### src/rtl/sobel_window_sequencer.sv
// Address and control sequencer for the Sobel 3x3 window traversal: fetches window pixels,
// triggers the gradient calculation and writes one result pixel per window position.
module sobel_window_sequencer #(
    parameter int ADDR_W = 16,
    parameter int DIM_W  = 10
) (
    input  logic              clk,
    input  logic              n_rst,
    input  logic              start,
    input  logic [DIM_W-1:0]  img_width,
    input  logic [DIM_W-1:0]  img_height,
    input  logic [ADDR_W-1:0] src_base,
    input  logic [ADDR_W-1:0] dst_base,
    output logic              mem_req,
    output logic              mem_we,
    output logic [ADDR_W-1:0] mem_addr,
    input  logic              mem_ack,
    output logic              load_pixel,
    output logic [3:0]        pix_index,
    output logic              shift_lr,
    output logic              calc_start,
    input  logic              calc_done,
    output logic              busy,
    output logic              image_done
);

    typedef enum logic [3:0] {
        S_IDLE      = 4'd0,
        S_SKIP      = 4'd1,
        S_LOAD9     = 4'd2,
        S_LOAD3     = 4'd3,
        S_CALC      = 4'd4,
        S_WAIT_CALC = 4'd5,
        S_WRITE     = 4'd6,
        S_ADVANCE   = 4'd7,
        S_SHIFT     = 4'd8,
        S_DONE      = 4'd9
    } state_t;

    state_t              state_r, state_s;
    logic [DIM_W-1:0]    width_r, width_s;
    logic [DIM_W-1:0]    height_r, height_s;
    logic [DIM_W-1:0]    col_r, col_s;
    logic [DIM_W-1:0]    row_r, row_s;
    logic [3:0]          slot_r, slot_s;
    logic [ADDR_W-1:0]   row_base_r, row_base_s;
    logic [ADDR_W-1:0]   win_base_r, win_base_s;
    logic [ADDR_W-1:0]   dst_addr_r, dst_addr_s;
    logic [ADDR_W-1:0]   mem_addr_r, mem_addr_s;
    logic                mem_req_r, mem_we_r, shift_r, calc_start_r, busy_r, done_r;
    logic                ack_s;
    logic [ADDR_W-1:0]   width_ext_s;

    assign ack_s       = mem_req_r & mem_ack;
    assign width_ext_s = ADDR_W'(width_r);

    // Next-state and counter logic; addresses advance incrementally so no multiplier is needed.
    always_comb begin
        state_s    = state_r;
        width_s    = width_r;
        height_s   = height_r;
        col_s      = col_r;
        row_s      = row_r;
        slot_s     = slot_r;
        row_base_s = row_base_r;
        win_base_s = win_base_r;
        dst_addr_s = dst_addr_r;
        mem_addr_s = mem_addr_r;
        case (state_r)
            S_IDLE: begin
                if (start) begin
                    width_s    = img_width;
                    height_s   = img_height;
                    col_s      = '0;
                    row_s      = '0;
                    slot_s     = 4'd0;
                    row_base_s = src_base;
                    win_base_s = src_base;
                    dst_addr_s = dst_base;
                    mem_addr_s = src_base;
                    // Images too small for a single window take a one-cycle detour with no memory access
                    if ((img_width < DIM_W'(3)) || (img_height < DIM_W'(3))) begin
                        state_s = S_SKIP;
                    end else begin
                        state_s = S_LOAD9;
                    end
                end else begin
                    state_s = S_IDLE;
                end
            end
            S_SKIP: state_s = S_DONE;
            S_LOAD9: begin
                if (ack_s) begin
                    if (slot_r == 4'd8) begin
                        state_s = S_CALC;
                    end else begin
                        slot_s = slot_r + 4'd1;
                        if ((slot_r == 4'd2) || (slot_r == 4'd5)) begin
                            mem_addr_s = mem_addr_r + width_ext_s - ADDR_W'(2);
                        end else begin
                            mem_addr_s = mem_addr_r + ADDR_W'(1);
                        end
                    end
                end else begin
                    state_s = S_LOAD9;
                end
            end
            S_LOAD3: begin
                if (ack_s) begin
                    if (slot_r == 4'd8) begin
                        state_s = S_CALC;
                    end else begin
                        slot_s     = slot_r + 4'd3;
                        mem_addr_s = mem_addr_r + width_ext_s;
                    end
                end else begin
                    state_s = S_LOAD3;
                end
            end
            S_CALC: state_s = S_WAIT_CALC;
            S_WAIT_CALC: begin
                if (calc_done) begin
                    state_s    = S_WRITE;
                    mem_addr_s = dst_addr_r;
                end else begin
                    state_s = S_WAIT_CALC;
                end
            end
            S_WRITE: begin
                if (ack_s) begin
                    state_s    = S_ADVANCE;
                    dst_addr_s = dst_addr_r + ADDR_W'(1);
                end else begin
                    state_s = S_WRITE;
                end
            end
            S_ADVANCE: begin
                if (col_r < (width_r - DIM_W'(3))) begin
                    col_s      = col_r + DIM_W'(1);
                    win_base_s = win_base_r + ADDR_W'(1);
                    state_s    = S_SHIFT;
                end else if (row_r < (height_r - DIM_W'(3))) begin
                    col_s      = '0;
                    row_s      = row_r + DIM_W'(1);
                    row_base_s = row_base_r + width_ext_s;
                    win_base_s = row_base_r + width_ext_s;
                    mem_addr_s = row_base_r + width_ext_s;
                    slot_s     = 4'd0;
                    state_s    = S_LOAD9;
                end else begin
                    state_s = S_DONE;
                end
            end
            S_SHIFT: begin
                slot_s     = 4'd2;
                mem_addr_s = win_base_r + ADDR_W'(2);
                state_s    = S_LOAD3;
            end
            S_DONE:  state_s = S_IDLE;
            default: state_s = S_IDLE;
        endcase
    end

    // State, counters and output registers; outputs are decoded from the next state so they align with it.
    always_ff @(posedge clk or negedge n_rst) begin
        if (!n_rst) begin
            state_r      <= S_IDLE;
            width_r      <= '0;
            height_r     <= '0;
            col_r        <= '0;
            row_r        <= '0;
            slot_r       <= 4'd0;
            row_base_r   <= '0;
            win_base_r   <= '0;
            dst_addr_r   <= '0;
            mem_addr_r   <= '0;
            mem_req_r    <= 1'b0;
            mem_we_r     <= 1'b0;
            shift_r      <= 1'b0;
            calc_start_r <= 1'b0;
            busy_r       <= 1'b0;
            done_r       <= 1'b0;
        end else begin
            state_r      <= state_s;
            width_r      <= width_s;
            height_r     <= height_s;
            col_r        <= col_s;
            row_r        <= row_s;
            slot_r       <= slot_s;
            row_base_r   <= row_base_s;
            win_base_r   <= win_base_s;
            dst_addr_r   <= dst_addr_s;
            mem_addr_r   <= mem_addr_s;
            mem_req_r    <= (state_s == S_LOAD9) || (state_s == S_LOAD3) || (state_s == S_WRITE);
            mem_we_r     <= (state_s == S_WRITE);
            shift_r      <= (state_s == S_SHIFT);
            calc_start_r <= (state_s == S_CALC);
            busy_r       <= (state_s != S_IDLE);
            done_r       <= (state_s == S_DONE);
        end
    end

    assign mem_req    = mem_req_r;
    assign mem_we     = mem_we_r;
    assign mem_addr   = mem_addr_r;
    assign pix_index  = slot_r;
    assign shift_lr   = shift_r;
    assign calc_start = calc_start_r;
    assign busy       = busy_r;
    assign image_done = done_r;
    assign load_pixel = ack_s & ~mem_we_r & ((state_r == S_LOAD9) || (state_r == S_LOAD3));

endmodule

### config.mk
export PLATFORM = sky130hd
export DESIGN_NAME = sobel_window_sequencer
export DESIGN_NICKNAME = d
export VERILOG_FILES = /design/src/rtl/sobel_window_sequencer.sv
export SDC_FILE = /design/constraint.sdc
export NUM_CORES = 1
export LEC_CHECK = 0
export CORE_UTILIZATION = 57
export CTS_CLUSTER_DIAMETER = 80
export DETAILED_ROUTE_END_ITERATION = 16
export PLACE_DENSITY = 0.88
export SYNTH_ARGS = -nofsm -noshare
export SYNTH_HDL_FRONTEND = slang
export SYNTH_SLANG_ARGS = --single-unit
### constraint.sdc
create_clock -name clk -period 4.45 [get_ports clk]
set_input_delay 0.445 -clock clk [delete_from_list [all_inputs] [get_ports clk]]
set_output_delay 0.445 -clock clk [all_outputs]
set_load 0.01 [all_outputs]
# == After elaboration in Yosys (flattened, before gate mapping) ==
# Cells that the tools add are included.
# totals
reg_bits,118
word_cells,122
out_inout_bits,27
in_bits,57
# op_classes
magnitude_cmp,4
mux,41
eq_ne,27
n_addsub,13
bitwise_logic,4
reduce_logical,17
# op_table
operator,count
16-bit 2-to-1 mux,12
16-bit one-hot mux with 2 select lines,3
16-bit one-hot mux with 6 select lines,1
4-bit 2-to-1 mux,13
10-bit 2-to-1 mux,5
"16-bit by 1-bit adder with 16-bit output, second input constant",3
10-bit one-hot mux with 2 select lines,2
4-bit one-hot mux with 9 select lines,1
16-bit by 10-bit adder with 16-bit output,2
"4-bit by 3-bit equality test with 1-bit output, second input constant",7
"10-bit by 1-bit adder with 10-bit output, second input constant",2
"4-bit by 2-bit equality test with 1-bit output, second input constant",5
10-bit < comparator,2
"10-bit by 2-bit < comparator with 1-bit output, second input constant",2
4-bit one-hot mux with 5 select lines,1
"10-bit by 2-bit subtractor with 10-bit output, second input constant",2
"2-bit != test, second input constant",9
"16-bit by 2-bit adder with 16-bit output, second input constant",1
"4-bit equality test, second input constant",4
"16-bit by 2-bit subtractor with 16-bit output, second input constant",1
9-bit AND reduction,1
8-bit AND reduction,1
3-bit AND reduction,2
6-bit nonzero test,1
other kinds (15),23

# == Longest topological paths before layout ==
# Gate-level depths: netlist of the first run.
# logic_depth
word_depth,8
ltp_mapped,16
depth_no_buf,15

# == Worst setup path before layout of the first run ==
# OpenSTA, ideal clock, no wires.
# synth_timing
path_kind,reg-to-reg
startpoint,register width_r[5]
endpoint,register win_base_r[8]
path_slack_ns,0.732
period_less_slack_ns,3.718
path_buffers,2
path_stages_with_launch,16
setup_time_ns,0.120
arrival_ns,3.597
required_time_ns,4.330
path_cell_list,dfrtp_1 -> or4_1 -> or2_2 -> a21oi_1 -> nor3b_1 -> xnor2_1 -> ha_1 -> or4_1 -> a21oi_1 -> o21ai_0 -> nand2_1 -> clkbuf_1 -> clkbuf_1 -> o21ai_0 -> o21ai_0 -> nand2_1
# synth_between
elab_chain_cells,4
elab_cells_between_ends,8
classes_between,2 x add/sub; 1 x order compare; 1 x eq/ne; 3 x mux; 1 x reduce/logical
# synth_rtl
element,line,rtl
start: declaration,41,"logic [DIM_W-1:0] width_r, width_s;"
start signal: assignment,185,width_r <= width_s;
10-bit by 2-bit subtractor with 10-bit output / 16-bit by 10-bit adder with 16-bit output (equally long branches),"138, 146",
10-bit < comparator / 16-bit 2-to-1 mux (equally long branches),"138, 142",
3-bit != test (no source line) / 16-bit 2-to-1 mux (equally long branches),-,
3-bit AND reduction (no source line) / 16-bit one-hot mux with 2 select lines (equally long branches),-,
end signal: assignment,191,win_base_r <= win_base_s;
end: declaration,47,"logic [ADDR_W-1:0] win_base_r, win_base_s;"
# Several ways; a longest one is shown, not always the timed one. The select of a mux whose other input is x is not followed.
# A chain may end at the register's enable or synchronous reset.

# == Worst setup path after layout of the first run ==
# layout_timing
startpoint,register width_r[4]
endpoint,register slot_r[0] (netlist: pix_index[0])
# layout_between
elab_chain_cells,4
# layout_rtl
element,line,rtl
10-bit by 2-bit subtractor with 10-bit output,138,if (col_r < (width_r - DIM_W'(3))) begin
10-bit < comparator,138,
2-bit != test (no source line),-,
8-bit AND reduction (no source line),-,
end signal: assignment,189,slot_r <= slot_s;
end: declaration,45,"logic [3:0] slot_r, slot_s;"
# Every way passes these cells.

==> results of run 1 <==
-- worst max-delay path: cells and delay by family, from the launching register on --
kind                     cells  cell delay (ps)
XOR/XNOR                     1              100
AND/OR/NAND/NOR              7             2210
flip-flops                   1              450
AO/OA/AOI/OAI                6              970
adder cells (fa/ha/maj)      1              210
buffers and inverters        1              180
-- routing by layer --
metal	routed length [µm]	up-vias	track usage
met5	0	-	0
met2	12700	615	0.568
met4	1380	0	0.201
met1	10900	4405	0.445
met3	3080	121	0.0997
li1	-	4238	-
-- through the flow --
step / util / hold slack [ps] / total power [mW] / cells
floorplan: - / 149 / 5.77 / 1131
global placement: 0.655 / 457 / 7.00 / 1388
detailed placement: 0.655 / 462 / 7.18 / 1388
CTS: 0.694 / 1.39 / 8.67 / 1420
global route: 0.694 / 29.9 / 9.42 / 1420
finish: 0.694 / -13.9 / 8.85 / 1420
-- cell usage after synthesis, types with 5 or more instances --
cell type,instances,area share
nand3_1,50,0.028
a21oi_1,84,0.047
a31oi_1,23,0.016
nand2_1,178,0.074
or2_2,9,0.0063
or4_1,5,0.0042
a22o_1,6,0.0058
and3_1,17,0.012
a222oi_1,7,0.0078
inv_1,24,0.010
dfrtp_1,118,0.33
xor2_1,37,0.036
a211oi_1,12,0.010
o211ai_1,17,0.014
o21ai_0,81,0.045
nor4_1,8,0.0056
nand4_1,24,0.017
nor3_1,18,0.010
and2_1,6,0.0042
o2111ai_1,5,0.0049
nor2_1,121,0.050
a221oi_1,9,0.0088
clkbuf_1,51,0.021
a21o_1,15,0.013
ha_1,48,0.067
xnor2_1,50,0.049
nand2b_1,5,0.0035
o22ai_1,10,0.0069
or3_1,10,0.0069
o221ai_1,6,0.0058
o21a_1,9,0.0075
-- sequential cells by signal (all words and copies together), names as in the netlist --
name	count
mem_addr	16
mem_req	1
image_done	1
dst_addr_r	16
shift_lr	1
win_base_r	16
pix_index	4
busy	1
row_r	10
state_r	4
height_r	10
calc_start	1
row_base_r	16
width_r	10
col_r	10
mem_we	1
-- cell families (layout without fill, tap and decap cells) --
family,after synthesis,in the layout
adders and majority gates,51,51
DFF,118,118
muxes,4,4
xor gates and xnor gates,89,89
and+or+nand+nor,465,465
AOI/OAI and AO/OA,325,325
buffers and inverters,79,157
-- path summary, 6_finish.rpt --
kind                           startpoint             end  slack [ps]  depth (start not counted)
min                                 n_rst        row_r[8]         -10                          1
min in group clk           row_base_r[15]  row_base_r[15]         520                          2
min reg2reg                row_base_r[15]  row_base_r[15]         520                          2
max in group asynchronous           n_rst   win_base_r[3]        3510                          2
max                            width_r[4]    pix_index[0]         210                         16
max reg2reg                    width_r[4]    pix_index[0]         210                         16
-- report_power, final --
group	switching (mW)	total (mW)	internal, mW
clock	0.570	1.41	0.838
sequential	0.770	2.27	1.50
combinational	3.05	5.17	2.12
-- cell type report --
cell class / instances / area share
inverter: 25 / 0.00883
multi-input combinational: 934 / 0.542
clock buffer: 17 / 0.0400
tap: 211 / 0.0248
sequential: 118 / 0.278
clock inverter: 15 / 0.0161
timing repair buffer: 100 / 0.0900
-- layout by cell type (no fill, tap or decap), types with 6 or more instances in the layout --
master / n
o21ai_0: 81
nand3_1: 49
inv_1: 24
a21oi_1: 83
dfrtp_1: 118
nand4_1: 24
ha_1: 48
a21o_1: 15
and2_1: 6
xor2_1: 37
o21a_1: 9
nor4_1: 8
a222oi_1: 7
nor3_1: 18
or2_2: 9
nor2_1: 121
a22o_1: 6
xnor2_1: 50
and3_1: 17
clkbuf_16: 17
or3_1: 10
a211oi_1: 12
o211ai_1: 17
a221oi_1: 9
o221ai_1: 6
o22ai_1: 10
clkdlybuf4s50_1: 82
nand2_1: 178
buf_4: 18
a31oi_1: 23
==> qor.yml, run 1 <==
area_delta_synth_final_pct: 18.0
core_area_mm2: 0.0153
period_needed_ps: 4240
clock_sinks: 118
slew_headroom: 0.243
worst_pin_slew_ps: 1130
yosys.area_share.simple: 0.237
nFillCells: 1240
maxSlewViolCount: 0
cts_hold_buf: 0
root_buffer: "clkbuf_16"
cap_violations: 0
clk_pin_slew_ps: 60
grt_pass1_vias: 8851
yosys_warnings: 0
worst-path-max-fanout: 6
grt_pass1_wl_um: 45200
die-width_um: 128
violations: "negative hold slack"
final_hold_viol_count: 20
die_area_mm2: 0.0163
grt_usage: 0.359
syn_inst: 1131
worstPathRequired_ps: 4750
synth.area.mux_share: 0.00473
clockBufferDepth: 2
overflow: 0
p_per_area_mw_per_mm2: 833
max_stage_delay_ps: 540
clk_latency_ps: 440
crit_path_frequent_cell: "o21ai_0"
drt_wl_total_um: 28000
netlist_area_mm2: 0.00900
drcViolationCount: 0
synth_nets: 1239
worstPathArrival_ps: 4540
grt_max_degree: 43
synth_top_family_by_area: "simple AND/OR/NAND/NOR gates"
n_antenna_cell: 0
holdCritPathClass: "in2async"
portBuffers: 83
drive_above_1_share: 0.0678
synth_edf_count: 0
status: "complete, but fails checks"
setup.worst_path.class: "reg2reg"
multi_input_area_mm2: 0.00576
ys_ff_latch: 118
cts_resized: 0
synth_compound_area_frac: 0.235
synthAdderAreaFrac: 0.0734
yosys.area_share.xor_xnor: 0.0883
htree_levels: 4
design_area_mm2: 0.0106
hold_slack_ps: -13.9
die_h_um: 128
rows: 45
fin_setup_tns_ps: 0
dr.pass1.iters: 9
skew_ps: 8.27
synth_area_per_cell_um2: 7.96
final_net_count: 1304
period_share: 0.953
drtAntennaViolNets: 0
p_leak_nw: 4.53
dp_hpwl_um: 20300
startpoint_type: "flip-flop"
cp_slowest_cell: "or4_1"
routedWlPerCell_um: 19.7
fin_ws_ps: 209
setup_viol: 0
placed_area_mm2: 0.0100
cts_setup_buffers: 0
synthFlopType: "dfrtp_1"
antenna_found_initial: 0
rsz0062_at_grt: "false"
seq_area_mm2: 0.00295
route.vias.total: 9379
cts_tree: "built"
max_freq_ghz: 0.236
io_pins: 84
ys_seq_area_frac: 0.328
ir_worst_vdd_uv: 538
vias_per_cell: 6.60
async_flop_share: 1.00
end_kind: "flip-flop"
cts_made_buffers: 17
synth_cell_types: 76
gp_congestion: 1.00
dp_slack_ps: 290
dr.first_iter.drc_count: 1012
start_util: 0.588
critical_path.cell_chain: "or4_1, or2_2, a21oi_1, nor3b_1, xnor2_1, ha_1, or4_1, a21oi_1, o21ai_0, nand4_1, o21ai_0, and3b_1, o21ai_0, buf_4, or2_2, o21ai_0"
Note: power is estimated with default switching activity, not from simulation.
==> run 2: changes to the inputs <==
--- a/config.mk
+++ b/config.mk
@@ -9,6 +9,7 @@
 export CTS_CLUSTER_DIAMETER = 80
 export DETAILED_ROUTE_END_ITERATION = 16
 export PLACE_DENSITY = 0.88
+export SKIP_CTS_REPAIR_TIMING = 1
 export SYNTH_ARGS = -nofsm -noshare
 export SYNTH_HDL_FRONTEND = slang
 export SYNTH_SLANG_ARGS = --single-unit
==> results of run 2 <==
No change in the layout: final DEF, timing and power equal those of run 1.
